## config.mk

```make
export PLATFORM = sky130hd
export DESIGN_NAME = srec_loader
export DESIGN_NICKNAME = d
export VERILOG_FILES = /design/src/rtl/srec_pkg.sv /design/src/rtl/hex_nibble_decoder.sv /design/src/rtl/srec_loader.sv
export SDC_FILE = /design/constraint.sdc
export NUM_CORES = 1
export LEC_CHECK = 0
export ABC_AREA = 1
export CAP_MARGIN = 30
export CORE_MARGIN = 4
export CORE_UTILIZATION = 55
export DETAILED_ROUTE_END_ITERATION = 6
export PLACE_DENSITY = 0.89
export SETUP_SLACK_MARGIN = 0.1
export SYNTH_ARGS = -nofsm -noshare
export SYNTH_HDL_FRONTEND = slang
export SYNTH_SLANG_ARGS = --single-unit
```

## constraint.sdc

```tcl
create_clock -name clk -period 4.7 [get_ports clk]
set_clock_uncertainty 0.1 [all_clocks]
set_input_delay 0.94 -clock clk [delete_from_list [all_inputs] [get_ports clk]]
set_output_delay 0.94 -clock clk [all_outputs]
set_load 0.05 [all_outputs]
```

## src/rtl/srec_pkg.sv

```systemverilog
// ---------------------------------------------------------------------------
// srec_pkg
// Shared definitions for the S-record loader: FSM state encoding, record
// classification, fixed access-size code, ASCII constants and the two small
// character decoders (hex digit and record-type digit).
// ---------------------------------------------------------------------------
package srec_pkg;

    // access_size code driven on every write (one 32-bit word)
    localparam logic [1:0] ACCESS_WORD = 2'b00;
    // largest S-record byte count accepted
    localparam logic [7:0] MAX_COUNT   = 8'd64;

    localparam logic [7:0] ASCII_S  = 8'h53;
    localparam logic [7:0] ASCII_CR = 8'h0D;
    localparam logic [7:0] ASCII_LF = 8'h0A;
    localparam logic [7:0] ASCII_SP = 8'h20;

    typedef enum logic [3:0] {
        ST_IDLE,
        ST_TYPE,
        ST_COUNT,
        ST_ADDR,
        ST_DATA,
        ST_WRITE,
        ST_CSUM,
        ST_EOL,
        ST_DONE,
        ST_ERROR
    } state_t;

    // What a record does once it has been validated
    typedef enum logic [1:0] {
        REC_INFO,   // S0 header / S5 count: checksummed, never written
        REC_DATA,   // S1/S2/S3: data bytes become word writes
        REC_TERM    // S7/S8/S9: address is the entry PC
    } rec_kind_t;

    typedef struct packed {
        logic      ok;
        rec_kind_t kind;
        logic [2:0] addr_bytes;
    } rec_type_t;

    typedef struct packed {
        logic       valid;
        logic [3:0] value;
    } nibble_t;

    // ASCII hex digit ('0'-'9', 'A'-'F', 'a'-'f') -> 4-bit value
    function automatic nibble_t hex_decode(input logic [7:0] c);
        nibble_t n;
        n.valid = 1'b0;
        n.value = 4'h0;
        if (c >= 8'h30 && c <= 8'h39) begin
            n.valid = 1'b1;
            n.value = 4'(c - 8'h30);
        end else if (c >= 8'h41 && c <= 8'h46) begin
            n.valid = 1'b1;
            n.value = 4'(c - 8'h37);
        end else if (c >= 8'h61 && c <= 8'h66) begin
            n.valid = 1'b1;
            n.value = 4'(c - 8'h57);
        end
        return n;
    endfunction

    // Character following 'S' -> record class and address field width
    function automatic rec_type_t decode_type(input logic [7:0] c);
        rec_type_t t;
        t.ok         = 1'b1;
        t.kind       = REC_INFO;
        t.addr_bytes = 3'd2;
        case (c)
            8'h30, 8'h35: begin t.kind = REC_INFO; t.addr_bytes = 3'd2; end  // S0, S5
            8'h31:        begin t.kind = REC_DATA; t.addr_bytes = 3'd2; end  // S1
            8'h32:        begin t.kind = REC_DATA; t.addr_bytes = 3'd3; end  // S2
            8'h33:        begin t.kind = REC_DATA; t.addr_bytes = 3'd4; end  // S3
            8'h37:        begin t.kind = REC_TERM; t.addr_bytes = 3'd4; end  // S7
            8'h38:        begin t.kind = REC_TERM; t.addr_bytes = 3'd3; end  // S8
            8'h39:        begin t.kind = REC_TERM; t.addr_bytes = 3'd2; end  // S9
            default:      t.ok = 1'b0;
        endcase
        return t;
    endfunction

endpackage

```

## src/rtl/hex_nibble_decoder.sv

```systemverilog
// ---------------------------------------------------------------------------
// hex_nibble_decoder
// Purely combinational ASCII hex digit decoder.
// Ports:
//   ascii  in   8  character under test
//   value  out  4  decoded nibble (0 when not a hex digit)
//   valid  out  1  ascii is a legal hex digit
// ---------------------------------------------------------------------------
module hex_nibble_decoder
    import srec_pkg::*;
(
    input  logic [7:0] ascii,
    output logic [3:0] value,
    output logic       valid
);

    nibble_t nib;

    assign nib   = hex_decode(ascii);
    assign value = nib.value;
    assign valid = nib.valid;

endmodule

```

## src/rtl/srec_loader.sv

```systemverilog
// ---------------------------------------------------------------------------
// srec_loader
// Parses an ASCII Motorola S-record stream, validates every record (format,
// length, alignment, checksum) and turns S1/S2/S3 payloads into big-endian
// 32-bit word writes for the instruction memory. A termination record
// (S7/S8/S9) hands over the entry PC, drops srec_parse and pulses done.
// Any fault parks the loader in a sticky error state until reset.
// Ports:
//   clk               in   1   system clock
//   reset             in   1   synchronous, active-high reset
//   byte_in           in   8   ASCII character
//   byte_valid        in   1   byte_in valid this cycle
//   byte_ready        out  1   byte_in accepted this cycle when valid
//   srec_parse        out  1   1 while loading (selects SREC side of muxes)
//   srec_address      out  32  word-aligned write address
//   srec_data_in      out  32  write data, first record byte in bits 31:24
//   srec_rw           out  1   single-cycle write strobe
//   srec_access_size  out  2   constant ACCESS_WORD
//   entry_pc          out  32  start address from the termination record
//   done              out  1   one-cycle pulse after a valid termination record
//   error             out  1   sticky fault flag
// ---------------------------------------------------------------------------
module srec_loader
    import srec_pkg::*;
(
    input  logic        clk,
    input  logic        reset,
    input  logic [7:0]  byte_in,
    input  logic        byte_valid,
    output logic        byte_ready,
    output logic        srec_parse,
    output logic [31:0] srec_address,
    output logic [31:0] srec_data_in,
    output logic        srec_rw,
    output logic [1:0]  srec_access_size,
    output logic [31:0] entry_pc,
    output logic        done,
    output logic        error
);

    state_t     state, state_next;
    rec_kind_t  rec_kind;
    rec_type_t  typ;
    logic [2:0] addr_bytes;
    logic [7:0] data_len;     // payload bytes still implied by the count field
    logic [7:0] byte_cnt;     // bytes left in the current ADDR/DATA field
    logic [7:0] sum;          // running checksum over count/addr/data bytes
    logic [1:0] word_cnt;     // byte position inside the current data word
    logic [23:0] word_sr;     // first three bytes of the word being built
    logic [31:0] addr;
    logic [31:0] addr_next;
    logic       nib_phase;    // 1 = high nibble already captured
    logic [3:0] hi_nib;
    logic [3:0] nib;
    logic       nib_ok;
    logic [7:0] byte_val;
    logic [7:0] min_count;
    logic       xfer, hex_state, hex_bad, byte_done, last_byte, writable;
    logic       is_space, is_eol;

    hex_nibble_decoder u_hex (
        .ascii (byte_in),
        .value (nib),
        .valid (nib_ok)
    );

    assign typ       = decode_type(byte_in);
    assign byte_ready = !(state == ST_WRITE || state == ST_DONE);
    assign xfer      = byte_valid && byte_ready;
    assign hex_state = (state == ST_COUNT) || (state == ST_ADDR) ||
                       (state == ST_DATA)  || (state == ST_CSUM);
    assign hex_bad   = xfer && hex_state && !nib_ok;
    assign byte_done = xfer && hex_state && nib_ok && nib_phase;
    assign byte_val  = {hi_nib, nib};
    assign last_byte = (byte_cnt == 8'd1);
    assign writable  = (rec_kind == REC_DATA);
    assign min_count = {5'b0, addr_bytes} + 8'd1;
    // Address including the byte completing right now; used for the alignment check
    assign addr_next = {addr[23:0], byte_val};
    assign is_space  = (byte_in == ASCII_CR) || (byte_in == ASCII_LF) || (byte_in == ASCII_SP);
    assign is_eol    = (byte_in == ASCII_CR) || (byte_in == ASCII_LF);

    assign srec_rw          = (state == ST_WRITE);
    assign srec_parse       = (state != ST_DONE);
    assign error            = (state == ST_ERROR);
    assign srec_access_size = ACCESS_WORD;
    assign srec_address     = addr;

    always_comb begin
        // NOTE: default first, so every path assigns state_next and no latch is inferred.
        state_next = state;
        case (state)
            ST_IDLE: begin
                if (xfer) begin
                    if (byte_in == ASCII_S) state_next = ST_TYPE;
                    else if (!is_space)     state_next = ST_ERROR;
                end
            end
            ST_TYPE: begin
                if (xfer) state_next = typ.ok ? ST_COUNT : ST_ERROR;
            end
            ST_COUNT: begin
                if (hex_bad) state_next = ST_ERROR;
                else if (byte_done) begin
                    if (byte_val < min_count || byte_val > MAX_COUNT) state_next = ST_ERROR;
                    else                                              state_next = ST_ADDR;
                end
            end
            ST_ADDR: begin
                if (hex_bad) state_next = ST_ERROR;
                else if (byte_done && last_byte) begin
                    if (writable && (addr_next[1:0] != 2'b00 || data_len[1:0] != 2'b00))
                        state_next = ST_ERROR;
                    else if (data_len == 8'd0)
                        state_next = ST_CSUM;
                    else
                        state_next = ST_DATA;
                end
            end
            ST_DATA: begin
                if (hex_bad) state_next = ST_ERROR;
                else if (byte_done) begin
                    if (writable && word_cnt == 2'd3) state_next = ST_WRITE;
                    else if (last_byte)               state_next = ST_CSUM;
                end
            end
            ST_WRITE: begin
                state_next = (byte_cnt == 8'd0) ? ST_CSUM : ST_DATA;
            end
            ST_CSUM: begin
                if (hex_bad) state_next = ST_ERROR;
                else if (byte_done) state_next = (8'(sum + byte_val) == 8'hFF) ? ST_EOL : ST_ERROR;
            end
            ST_EOL: begin
                if (xfer) begin
                    if (!is_eol)                     state_next = ST_ERROR;
                    else if (rec_kind == REC_TERM)   state_next = ST_DONE;
                    else                             state_next = ST_IDLE;
                end
            end
            ST_DONE:  state_next = ST_DONE;
            ST_ERROR: state_next = ST_ERROR;
            default:  state_next = ST_ERROR;
        endcase
    end

    always_ff @(posedge clk) begin
        if (reset) begin
            state        <= ST_IDLE;
            rec_kind     <= REC_INFO;
            addr_bytes   <= 3'd0;
            data_len     <= 8'd0;
            byte_cnt     <= 8'd0;
            sum          <= 8'd0;
            word_cnt     <= 2'd0;
            word_sr      <= 24'd0;
            addr         <= 32'd0;
            nib_phase    <= 1'b0;
            hi_nib       <= 4'd0;
            srec_data_in <= 32'd0;
            entry_pc     <= 32'd0;
            done         <= 1'b0;
        end else begin
            // NOTE: non-blocking assignments; every read below sees the pre-edge value.
            state <= state_next;
            done  <= 1'b0;

            if (xfer && hex_state && nib_ok && !nib_phase) begin
                hi_nib    <= nib;
                nib_phase <= 1'b1;
            end
            if (byte_done) begin
                nib_phase <= 1'b0;
                sum       <= sum + byte_val;
            end

            case (state)
                ST_TYPE: begin
                    if (xfer) begin
                        rec_kind   <= typ.kind;
                        addr_bytes <= typ.addr_bytes;
                        sum        <= 8'd0;
                        nib_phase  <= 1'b0;
                    end
                end
                ST_COUNT: begin
                    if (byte_done) begin
                        data_len <= byte_val - min_count;
                        byte_cnt <= {5'b0, addr_bytes};
                        addr     <= 32'd0;   // short address fields are zero-extended
                    end
                end
                ST_ADDR: begin
                    if (byte_done) begin
                        addr     <= addr_next;
                        byte_cnt <= last_byte ? data_len : byte_cnt - 8'd1;
                        word_cnt <= 2'd0;
                    end
                end
                ST_DATA: begin
                    if (byte_done) begin
                        word_sr  <= {word_sr[15:0], byte_val};
                        byte_cnt <= byte_cnt - 8'd1;
                        word_cnt <= word_cnt + 2'd1;
                        if (writable && word_cnt == 2'd3)
                            srec_data_in <= {word_sr, byte_val};
                    end
                end
                ST_WRITE: addr <= addr + 32'd4;
                ST_EOL: begin
                    if (xfer && is_eol && rec_kind == REC_TERM) begin
                        entry_pc <= addr;
                        done     <= 1'b1;
                    end
                end
                default: ;
            endcase
        end
    end

endmodule

```

Word level (Yosys, flattened, before mapping)
Cells that the tools add are included.
{ "word_totals": {"romBits": 0, "latch_bits": 0, "mem_count": 0, "out_inout_bits": 103, "ram_bits": 0, "regBits": 161} }
{ "classes": {"eq_ne": 39, "shift": 0, "n_reduce_logical": 44, "n_div": 0, "n_mux": 48, "n_bitwise": 1, "add_sub_neg": 9, "mul": 0, "n_lt_le_gt_ge": 8} }
{ "ops": {"columns": ["operator", "count"], "rows": [
  ["$pmux W32 S3", 1],
  ["$mux W4", 21],
  ["$eq A8 B6 Y1 const B", 9],
  ["$mux W32", 2],
  ["$mux W8", 7],
  ["$pmux W4 S9", 1],
  ["$add A32 B3 Y32 const B", 1],
  ["$pmux W5 S6", 1],
  ["$pmux W8 S3", 1],
  ["$eq A4 B3 Y1 const B", 4],
  ["$eq A8 B4 Y1 const B", 2],
  ["$ge A8 B7 Y1 const B", 2],
  ["$le A8 B7 Y1 const B", 2],
  ["$logic_not A8 Y1", 2],
  ["$mux W5", 3],
  ["$logic_and A1 B1 Y1", 14],
  ["$ne A2 B2 Y1 const B", 6],
  ["$ne A3 B3 Y1 const B", 4],
  ["$reduce_and A3 Y1", 3],
  ["$reduce_and A9 Y1", 1],
  ["$add A8 B8 Y8", 1],
  ["$eq A4 B2 Y1 const B", 2],
  ["$eq A4 B4 Y1 const B", 2],
  ["$eq A8 B1 Y1 const B", 1],
  ["31 further kinds", 56]
]} }

Depth between registers and ports, before layout
Gate-level depths: netlist of run 1.
{ "logic_depth": {"depth_word": 12, "mapped_depth": 23, "depth_no_buf": 23} }

Hierarchy
From an unflattened synthesis of run 1, not the netlist that was laid out.
{ "hier_totals": {"hier_cells": 1198, "hier_area_um2": 8423.1} }
{ "by_module_without_submodules": {"columns": ["mod", "n_inst", "cells_per_inst", "area_each_um2", "seq_area_each_um2"], "rows": [
  ["srec_loader", 1, 1160, 8217.9, 3223.1],
  ["hex_nibble_decoder", 1, 38, 205.2, 0.0]
]} }

Least setup slack after synthesis of run 1
OpenSTA, ideal clock, no wires.
{ "synth_path": {"path_kind": "in2reg", "start": "input byte_in[0]", "end": "register data_len[7]", "setup_ns": 0.116, "path_buffers": 0, "arrival_ns": 3.315, "slack_ns": 1.169, "stages": 18, "cell_sequence": "inv_1 -> ha_1 -> o211ai_1 -> nand2_1 -> nand2_2 -> nand2_2 -> nand3_1 -> inv_1 -> ha_1 -> a21oi_1 -> o21ai_0 -> a211o_1 -> nor2_1 -> inv_1 -> o21ai_0 -> nand3_1 -> o211ai_1 -> inv_1"} }
{ "synth_between": {"elab_cells_between_ends": 19} }
{ "synth_lines": {"columns": ["element", "line_no", "text"], "rows": [
  ["start: declaration", "srec_loader.sv:28", "input logic [7:0] byte_in,"],
  ["$ge A8 B7 Y1 or $le A8 B7 Y1 (tied branches)", "srec_pkg.sv:61", "end else if (c >= 8'h61 && c <= 8'h66) begin"],
  ["$logic_and A1 B1 Y1", "srec_pkg.sv:61", null],
  ["$mux W5", "srec_pkg.sv:61", null],
  ["$mux W5", "srec_pkg.sv:58", "end else if (c >= 8'h41 && c <= 8'h46) begin"],
  ["$mux W5 *", "srec_pkg.sv:55", "if (c >= 8'h30 && c <= 8'h39) begin"],
  ["net nib[2]", "srec_loader.sv:54", "logic [3:0] nib;"],
  ["$sub A8 B4 Y8 *", "srec_loader.sv:188", "data_len <= byte_val - min_count;"],
  ["end signal: assignment", "srec_loader.sv:188", null],
  ["end: declaration", "srec_loader.sv:45", "logic [7:0] data_len;"]
]} }
Mark *: on every way through the listed nets, which the timed path passes. The rest lies on a longest branch.
A chain may end at the register's enable or synchronous reset.

Worst setup path in the final report of run 1
{ "layout_path": {"start": "input byte_in[0]", "end": "register state[3]"} }
{ "layout_between": {"elab_cells_between_ends": 68} }
{ "layout_lines": {"columns": ["element", "line_no", "text"], "rows": [
  ["$ge A8 B7 Y1 or $le A8 B7 Y1 (tied branches)", "srec_pkg.sv:61", null],
  ["$logic_and A1 B1 Y1", "srec_pkg.sv:61", null],
  ["$mux W5", "srec_pkg.sv:61", null],
  ["$mux W5", "srec_pkg.sv:58", null],
  ["$mux W5 *", "srec_pkg.sv:55", null],
  ["net nib[3]", "srec_loader.sv:54", null],
  ["$add A8 B8 Y8, or another cell as far along", "srec_loader.sv:132", "else if (byte_done) state_next = (8'(sum + byte_val) == 8'hFF) ? ST_EOL : ST_ERROR;"],
  ["$eq A8 B8 Y1 or $logic_or A1 B1 Y1 (tied branches)", "srec_loader.sv:132, srec_loader.sv:105", null],
  ["$mux W4, on equally long branches", "srec_loader.sv:132, srec_loader.sv:105", null],
  ["$mux W4, on equally long branches", "srec_loader.sv:132, srec_loader.sv:104", null],
  ["$mux W4, on equally long branches", "srec_loader.sv:131, srec_loader.sv:103", null],
  ["$pmux W4 S9 *", "srec_loader.sv:92", "case (state)"],
  ["end signal: assignment", "srec_loader.sv:165", "state <= state_next;"],
  ["end: declaration", "srec_loader.sv:41", "state_t state, state_next;"]
]} }
Mark *: on every way through the listed nets, which the timed path passes. The rest lies on a longest branch. The select of a mux whose other input is x is not followed.

==> results of run 1 <==
==> cells in the final DEF, fill, tap and decap left out, drive strengths merged, types with 2 or more instances in the layout <==
cell | netlist | routed
o211ai | 11 | 11
o21ai | 143 | 143
clkdlybuf4s50 | 0 | 111
a31oi | 26 | 26
nand4 | 19 | 19
ha | 23 | 23
clkinv | 1 | 7
or2 | 7 | 7
nand3b | 3 | 3
a21oi | 110 | 110
o31ai | 3 | 3
xnor2 | 6 | 6
nand3 | 62 | 62
a21o | 2 | 2
nor4 | 4 | 4
a221oi | 3 | 3
clkbuf | 33 | 18
conb | 1 | 2
dfxtp | 161 | 161
inv | 140 | 146
fa | 2 | 2
nor3 | 14 | 14
a211oi | 18 | 18
xor2 | 4 | 4
nor2 | 115 | 115
a22oi | 3 | 3
buf | 18 | 20
nand2 | 193 | 193
==> final timing paths <==
| check | cells past startpoint | startpoint | slack (ns) | endpoint |
|---|---|---|---|---|
| setup reg to reg | 15 | state[0]$_SDFFE_PP0P_ | 1.44 | srec_address[26]$_SDFFE_PP0P_ |
| hold / removal | 2 | word_sr[18]$_SDFFE_PP0P_ | 0.37 | word_sr[18]$_SDFFE_PP0P_ |
| hold reg to reg | 2 | word_sr[18]$_SDFFE_PP0P_ | 0.37 | word_sr[18]$_SDFFE_PP0P_ |
| setup / recovery | 22 | byte_in[0] | 0.67 | state[3]$_SDFFE_PP0P_ |
==> metrics by stage <==
stage	hold slack, ns	util [%]	worst slack [ns]	power (mW)
global route	0.376	68.6	0.327	3.01
finish	0.367	68.6	0.673	2.92
detailed placement	0.350	64.7	0.261	1.63
CTS	0.366	68.6	0.688	2.92
floorplan	0.330	-	1.17	1.57
global placement	0.345	64.7	0.333	1.63
==> critical path: cells and delay by family <==
family | cells | cell delay, ns
and+or+nand+nor | 14 | 1.59
buffers and inverters | 4 | 0.81
adders and majority gates | 2 | 0.63
AOI/OAI and AO/OA | 2 | 0.28
==> cell usage after synthesis (4+ instances only) <==
cell type / number / area (um2)
buf_2: 14 / 70.1
clkbuf_1: 32 / 120
nor2_1: 99 / 372
xnor2_1: 6 / 52.6
nor2_2: 12 / 75.1
nor3_1: 14 / 70.1
dfxtp_1: 161 / 3220
nand3_2: 5 / 50.1
nand2_2: 11 / 68.8
nor4_1: 4 / 25.0
a31oi_1: 26 / 163
inv_2: 7 / 26.3
a211oi_1: 18 / 135
a21oi_1: 108 / 541
o21ai_0: 139 / 696
nor2_4: 4 / 45.0
nand2_1: 182 / 683
inv_1: 133 / 499
nand4_1: 19 / 119
xor2_1: 4 / 35.0
o211ai_1: 11 / 82.6
or2_2: 6 / 37.5
ha_1: 23 / 288
nand3_1: 56 / 280
==> kinds of logic after synthesis <==
logic type	count (synthesis)	share of synthesized area, %
other cells	1	0.0463
simple gates	419	23.5
flops	161	39.8
xor+xnor	10	1.08
fa+ha+maj	25	4.05
compound gates	326	22.2
buf+inv	192	9.28
==> report_power, final <==
part | internal (mW) | total, mW | switching, mW
logic | 0.0730 | 0.226 | 0.153
registers | 1.37 | 1.39 | 0.0117
clock network | 0.707 | 1.31 | 0.604
total | 2.15 | 2.92 | 0.769
==> registers in the layout, summed over array words and instances (netlist names) <==
register / flops
srec_data_in: 32
byte_cnt: 8
done: 1
addr_bytes: 3
entry_pc: 32
nib_phase: 1
data_len: 8
hi_nib: 4
rec_kind: 2
srec_address: 32
word_cnt: 2
sum: 8
word_sr: 24
state: 4
==> layer usage <==
metal	track usage, %	vias up
met4	10.9	0
met1	35.7	3776
met5	0	-
met3	4.41	58
li1	-	4018
met2	43.7	410
==> area by class of cell <==
cell class                      instances  share of cell area [%]
Inverter                              141                    5.33
Tap cell                              184                    2.32
Timing Repair Buffer                  131                    12.7
Sequential cell                       161                    32.4
Clock inverter                         13                    1.22
Multi-Input combinational cell        782                    41.6
Clock buffer                           18                    4.42
==> metrics.txt, run 1 <==
Worst Max-Slew Pin Slew=0.738 ns; CTS Buf Count=17; Pre-Repair DR Iteration Count=6; dominant synthesized flop cell=dfxtp_1; Synth Register Bits=161; GPL Wtd Cong=0.931; fin crit period=4.03 ns; Worst Path Max Fanout=6; outcome=complete, no violations; Top Metal Used=met4; CP startpoint kind=primary input; vias per std cell=5.78; Synth Instances=1134; Die W=129 um; Final Slew Violations=0; VDD IR max=0.268 mV; Distinct cells, synth=49; Initial DRC Count=956; Slowest-stage cell, CP=clkdlybuf4s50_1; DP Area=0.00937 mm2; routed wire length=22.8 mm; final setup fails=0; worst min path class=flop to flop; crit-path max cell delay=0.52 ns; CP cell instances=clkdlybuf4s50_1 -> inv_1 -> ha_1 -> o211ai_1 -> nand2_1 -> nand2_2 -> nand2_2 -> nand2_1 -> inv_1 -> ha_1 -> a21oi_1 -> or2_2 -> nand3_1 -> nand2_1 -> nand2_1 -> nand2_1 -> nor2_1 -> nand3_1 -> nand2_1 -> nand4_1 -> nand3_1 -> inv_1; Via Count=8262; design area=0.00993 mm2; Starting Density=55.9%; CP Data Required Time=4.92 ns; detailed-route wire length per cell=15.9 um; clock-pin slew on the worst setup and hold paths=0.07 ns; layout cells sized above 1=8.27%; Global Route Usage Sum=26.9%; fmax=0.248 GHz; first-pass GRT wire length=36.6 mm; synthesized cell area=0.00809 mm2; MaxCap Viol Count=0; initial antenna violation count=0; Tcrit/Tclk final=85.7%; area of the multi-input gates=0.00413 mm2; GRT overflow=0; Synth-to-Final Area Change=22.8%; drc violations=0; Buffers on Ports=111; Layout fillers=1188; die outline height=129 um; Final Hold Viols=0; Setup TNS Final=0 ns; vias in the first global route=7498; Synth async-reset ratio=0%; slew margin rel.=50.5%; fin cells=1430; post-cts sizing count=0; post-CTS setup buffers=0; Top Ports=114; count of nets after finishing=1270; sequential share of the synthesized area=39.8%; Placed Cells=1399; # hold bufs at CTS=0; met2 WL=10.7 mm; RSZ-0062 raised after global routing=false; Row Count=44; worst-skew pair later-pin latency=0.42 ns; DRT antenna net count=0; Mean Syn Cell Area=7.14 um2; root buffer cell=clkbuf_16; die area=0.0167 mm2; clock buffer depth=2; sequential cell area=0.00322 mm2; WS Path Type=primary input to flop; H-tree depth=4; maximum number of pins on one net before global-route repair=60; Met3 Wirelength=1.88 mm; antenna fix cells=0; synth warn=0; Post-Route M1 WL=9.62 mm; number of flops mapped to enable cells by yosys=0; Critical Path Sink Type=flop; CP arrival=4.25 ns; Core Box Area=0.0145 mm2; Leak=3.88 nW; most frequent cell on the critical path=nand2_1; Num Clock Sinks=161; Pwr per Cell Area=294 mW/mm2; half-perimeter wire length after placement=16.0 mm; CTS tree=built
Note: power is estimated with default switching activity, not from simulation.
==> inputs of run 2 (changes only) <==
- RECOVER_POWER: not set -> 100
==> run 2 against run 1 <==
  * Clock-buffer cell count did not move
  * Worst setup slack got worse by 0.12 ns
  * Largest power group unchanged
  * Global-route usage did not move
  * Register-to-register slack got worse by 0.11 ns
  * Final cell count did not move
  * Critical path depth fell by 2
  * Via count rose by 0.23%
  * Worst hold slack got worse by 0.0010 ns
  * Largest cell class unchanged
  * Sequential cell count did not move
  * Die area did not move
==> metrics.txt, run 2 (same netlist as run 1, synthesis figures left out) <==
RSZ-0062 raised after global routing=false (unchanged); Slowest-stage cell, CP=dlygate4sd3_1 (was clkdlybuf4s50_1); fmax=0.241 GHz (was 0.248 GHz); Pre-Repair DR Iteration Count=7 (was 6); global routing met1 resource utilization=35.7% (unchanged); CTS Buf Count=17 (unchanged); VDD IR max=0.269 mV (was 0.268 mV); Starting Density=55.9% (unchanged); Via Count=8281 (was 8262); count of nets after finishing=1270 (unchanged); post-route setup slack=0.550 ns (was 0.673 ns); final setup fails=0 (unchanged); Setup TNS Final=0 ns (unchanged); fin crit period=4.15 ns (was 4.03 ns); DP Area=0.00937 mm2 (unchanged); drc violations=0 (unchanged); GPL Wtd Cong=0.931 (unchanged); M3 GR Usage=4.41% (unchanged); CP Data Required Time=4.89 ns (was 4.92 ns); Pwr per Cell Area=295 mW/mm2 (was 294 mW/mm2); CP cell instances=dlygate4sd3_1 -> inv_1 -> ha_1 -> o211ai_1 -> nand2_1 -> nand2_1 -> nand2_2 -> nand2_1 -> inv_1 -> ha_1 -> a21oi_1 -> o21ai_0 -> nor2_1 -> nand2_1 -> o21ai_0 -> inv_1 -> nand2_1 -> nor2_1 -> o21ai_0 -> a21oi_1 (was clkdlybuf4s50_1 -> inv_1 -> ha_1 -> o211ai_1 -> nand2_1 -> nand2_2 -> nand2_2 -> nand2_1 -> inv_1 -> ha_1 -> a21oi_1 -> or2_2 -> nand3_1 -> nand2_1 -> nand2_1 -> nand2_1 -> nor2_1 -> nand3_1 -> nand2_1 -> nand4_1 -> nand3_1 -> inv_1); initial antenna violation count=0 (unchanged); MaxCap Viol Count=0 (unchanged); Synth-to-Final Area Change=22.3% (was 22.8%); Critical Path Sink Type=flop (unchanged); post-cts sizing count=0 (unchanged); Final Slew Violations=0 (unchanged); Leak=4.21 nW (was 3.88 nW); first-pass GRT wire length=36.6 mm (unchanged); layout cells sized above 1=7.46% (was 8.27%); clock-pin slew on the worst setup and hold paths=0.07 ns (about the same); Buffers on Ports=111 (unchanged); H-tree depth=4 (unchanged); post-CTS setup buffers=0 (unchanged); commonest non-fill, non-tap cell in the layout=nand2_1 (unchanged); DRT antenna net count=0 (unchanged); Top Ports=114 (unchanged); Tcrit/Tclk final=88.3% (was 85.7%); Core Box Area=0.0145 mm2 (unchanged); number of buffers and inverters on the critical path=4 (unchanged); fin util=68.4% (was 68.6%); Row Count=44 (unchanged); die outline height=129 um (unchanged); Num Clock Sinks=161 (unchanged); half-perimeter wire length after placement=16.0 mm (unchanged); outcome=complete, no violations (unchanged); global route hottest layer=met2 (unchanged); # hold bufs at CTS=0 (unchanged); worst min path class=flop to flop (unchanged); Worst Max-Slew Pin Slew=0.961 ns (was 0.738 ns); antenna fix cells=0 (unchanged); CTS tree=built (unchanged); design area=0.00990 mm2 (was 0.00993 mm2); most frequent cells in the layout=184 x nand2_1, 161 x dfxtp_1, 141 x o21ai_0 (was 182 x nand2_1, 161 x dfxtp_1, 139 x o21ai_0); Worst Path Max Fanout=6 (unchanged); slew margin rel.=35.9% (was 50.5%); CP arrival=4.34 ns (was 4.25 ns); crit-path max cell delay=0.60 ns (was 0.52 ns); vias per std cell=5.79 (was 5.78); CP startpoint kind=primary input (unchanged); GRT overflow=0 (unchanged); most frequent cell on the critical path=nand2_1 (unchanged); routing usage on met2=43.7% (unchanged); root buffer cell=clkbuf_16 (unchanged); Die W=129 um (unchanged); detailed-route wire length per cell=15.9 um (about the same); routed wire length=22.8 mm (about the same); worst-skew pair later-pin latency=0.42 ns (about the same); clock buffer depth=2 (unchanged); vias in the first global route=7498 (unchanged); Initial DRC Count=894 (was 956); WS Path Type=primary input to flop (unchanged); maximum number of pins on one net before global-route repair=60 (unchanged); CP delay by family, top=simple AND/OR/NAND/NOR gates (unchanged); Global Route Usage Sum=26.9% (unchanged); Final Hold Viols=0 (unchanged); Post-Place Worst Slack=0.261 ns (unchanged); die area=0.0167 mm2 (unchanged)
run 2: metal layers:
layer | up-vias | wire (um)
met5 | - | 0
met4 | 0 | 535
met3 | 59 | 1890
met2 | 438 | 10800
met1 | 3768 | 9610
li1 | 4016 | -
run 2: worst reg2reg max path, stage by stage (launching register included):
cell      delay, ns
dfxtp_1        0.44
nor2_1         0.10
inv_1          0.11
nor2_1         0.12
nor3b_4        0.30
nand2_2        0.14
a21oi_1        0.20
ha_1           0.20
clkinv_1       0.27
nor2_1         0.25
inv_1          0.13
nand2_1        0.28
inv_1          0.19
a221oi_1       0.27
a21o_1         0.15
inv_1          0.03
run 2: report_power, final:
part           switching (mW)  internal, mW
Combinational           0.152        0.0701
Clock                   0.604         0.707
Sequential             0.0117          1.37
Total                   0.768          2.15
run 2: per-stage QoR:
stage	power, mW	hold WS (ns)	instances
4_1_cts	2.92	0.366	1430
3_3_place_gp	1.63	0.345	1399
5_1_grt	3.01	0.376	1430
3_5_place_dp	1.63	0.350	1399
2_1_floorplan	1.57	0.330	1135
6_report	2.92	0.366	1430
run 2: final timing paths:
kind,from,slack [ns],end,depth (start not counted)
setup / recovery,byte_in[1],0.55,state[1]$_SDFFE_PP0P_,20
hold / removal,srec_data_in[8]$_SDFFE_PP0P_,0.37,srec_data_in[8]$_SDFFE_PP0P_,2
setup reg to reg,state[0]$_SDFFE_PP0P_,1.33,byte_cnt[2]$_SDFFE_PP0P_,15
hold reg to reg,srec_data_in[8]$_SDFFE_PP0P_,0.37,srec_data_in[8]$_SDFFE_PP0P_,2
run 2: cell type report:
cell class | instances | area (um2)
repair buffers | 131 | 1230
inverters | 141 | 529
flip-flops and latches | 161 | 3220
fillers | 1201 | 4580
clock buffers | 18 | 439
clock inverters | 13 | 121
well taps | 184 | 230
multi-input cells | 782 | 4120
==> inputs of run 3 (changes only) <==
- CTS_CLUSTER_SIZE: not set -> 30
==> results of run 3 <==
The final DEF is identical to that of run 2; final timing and power are the same.
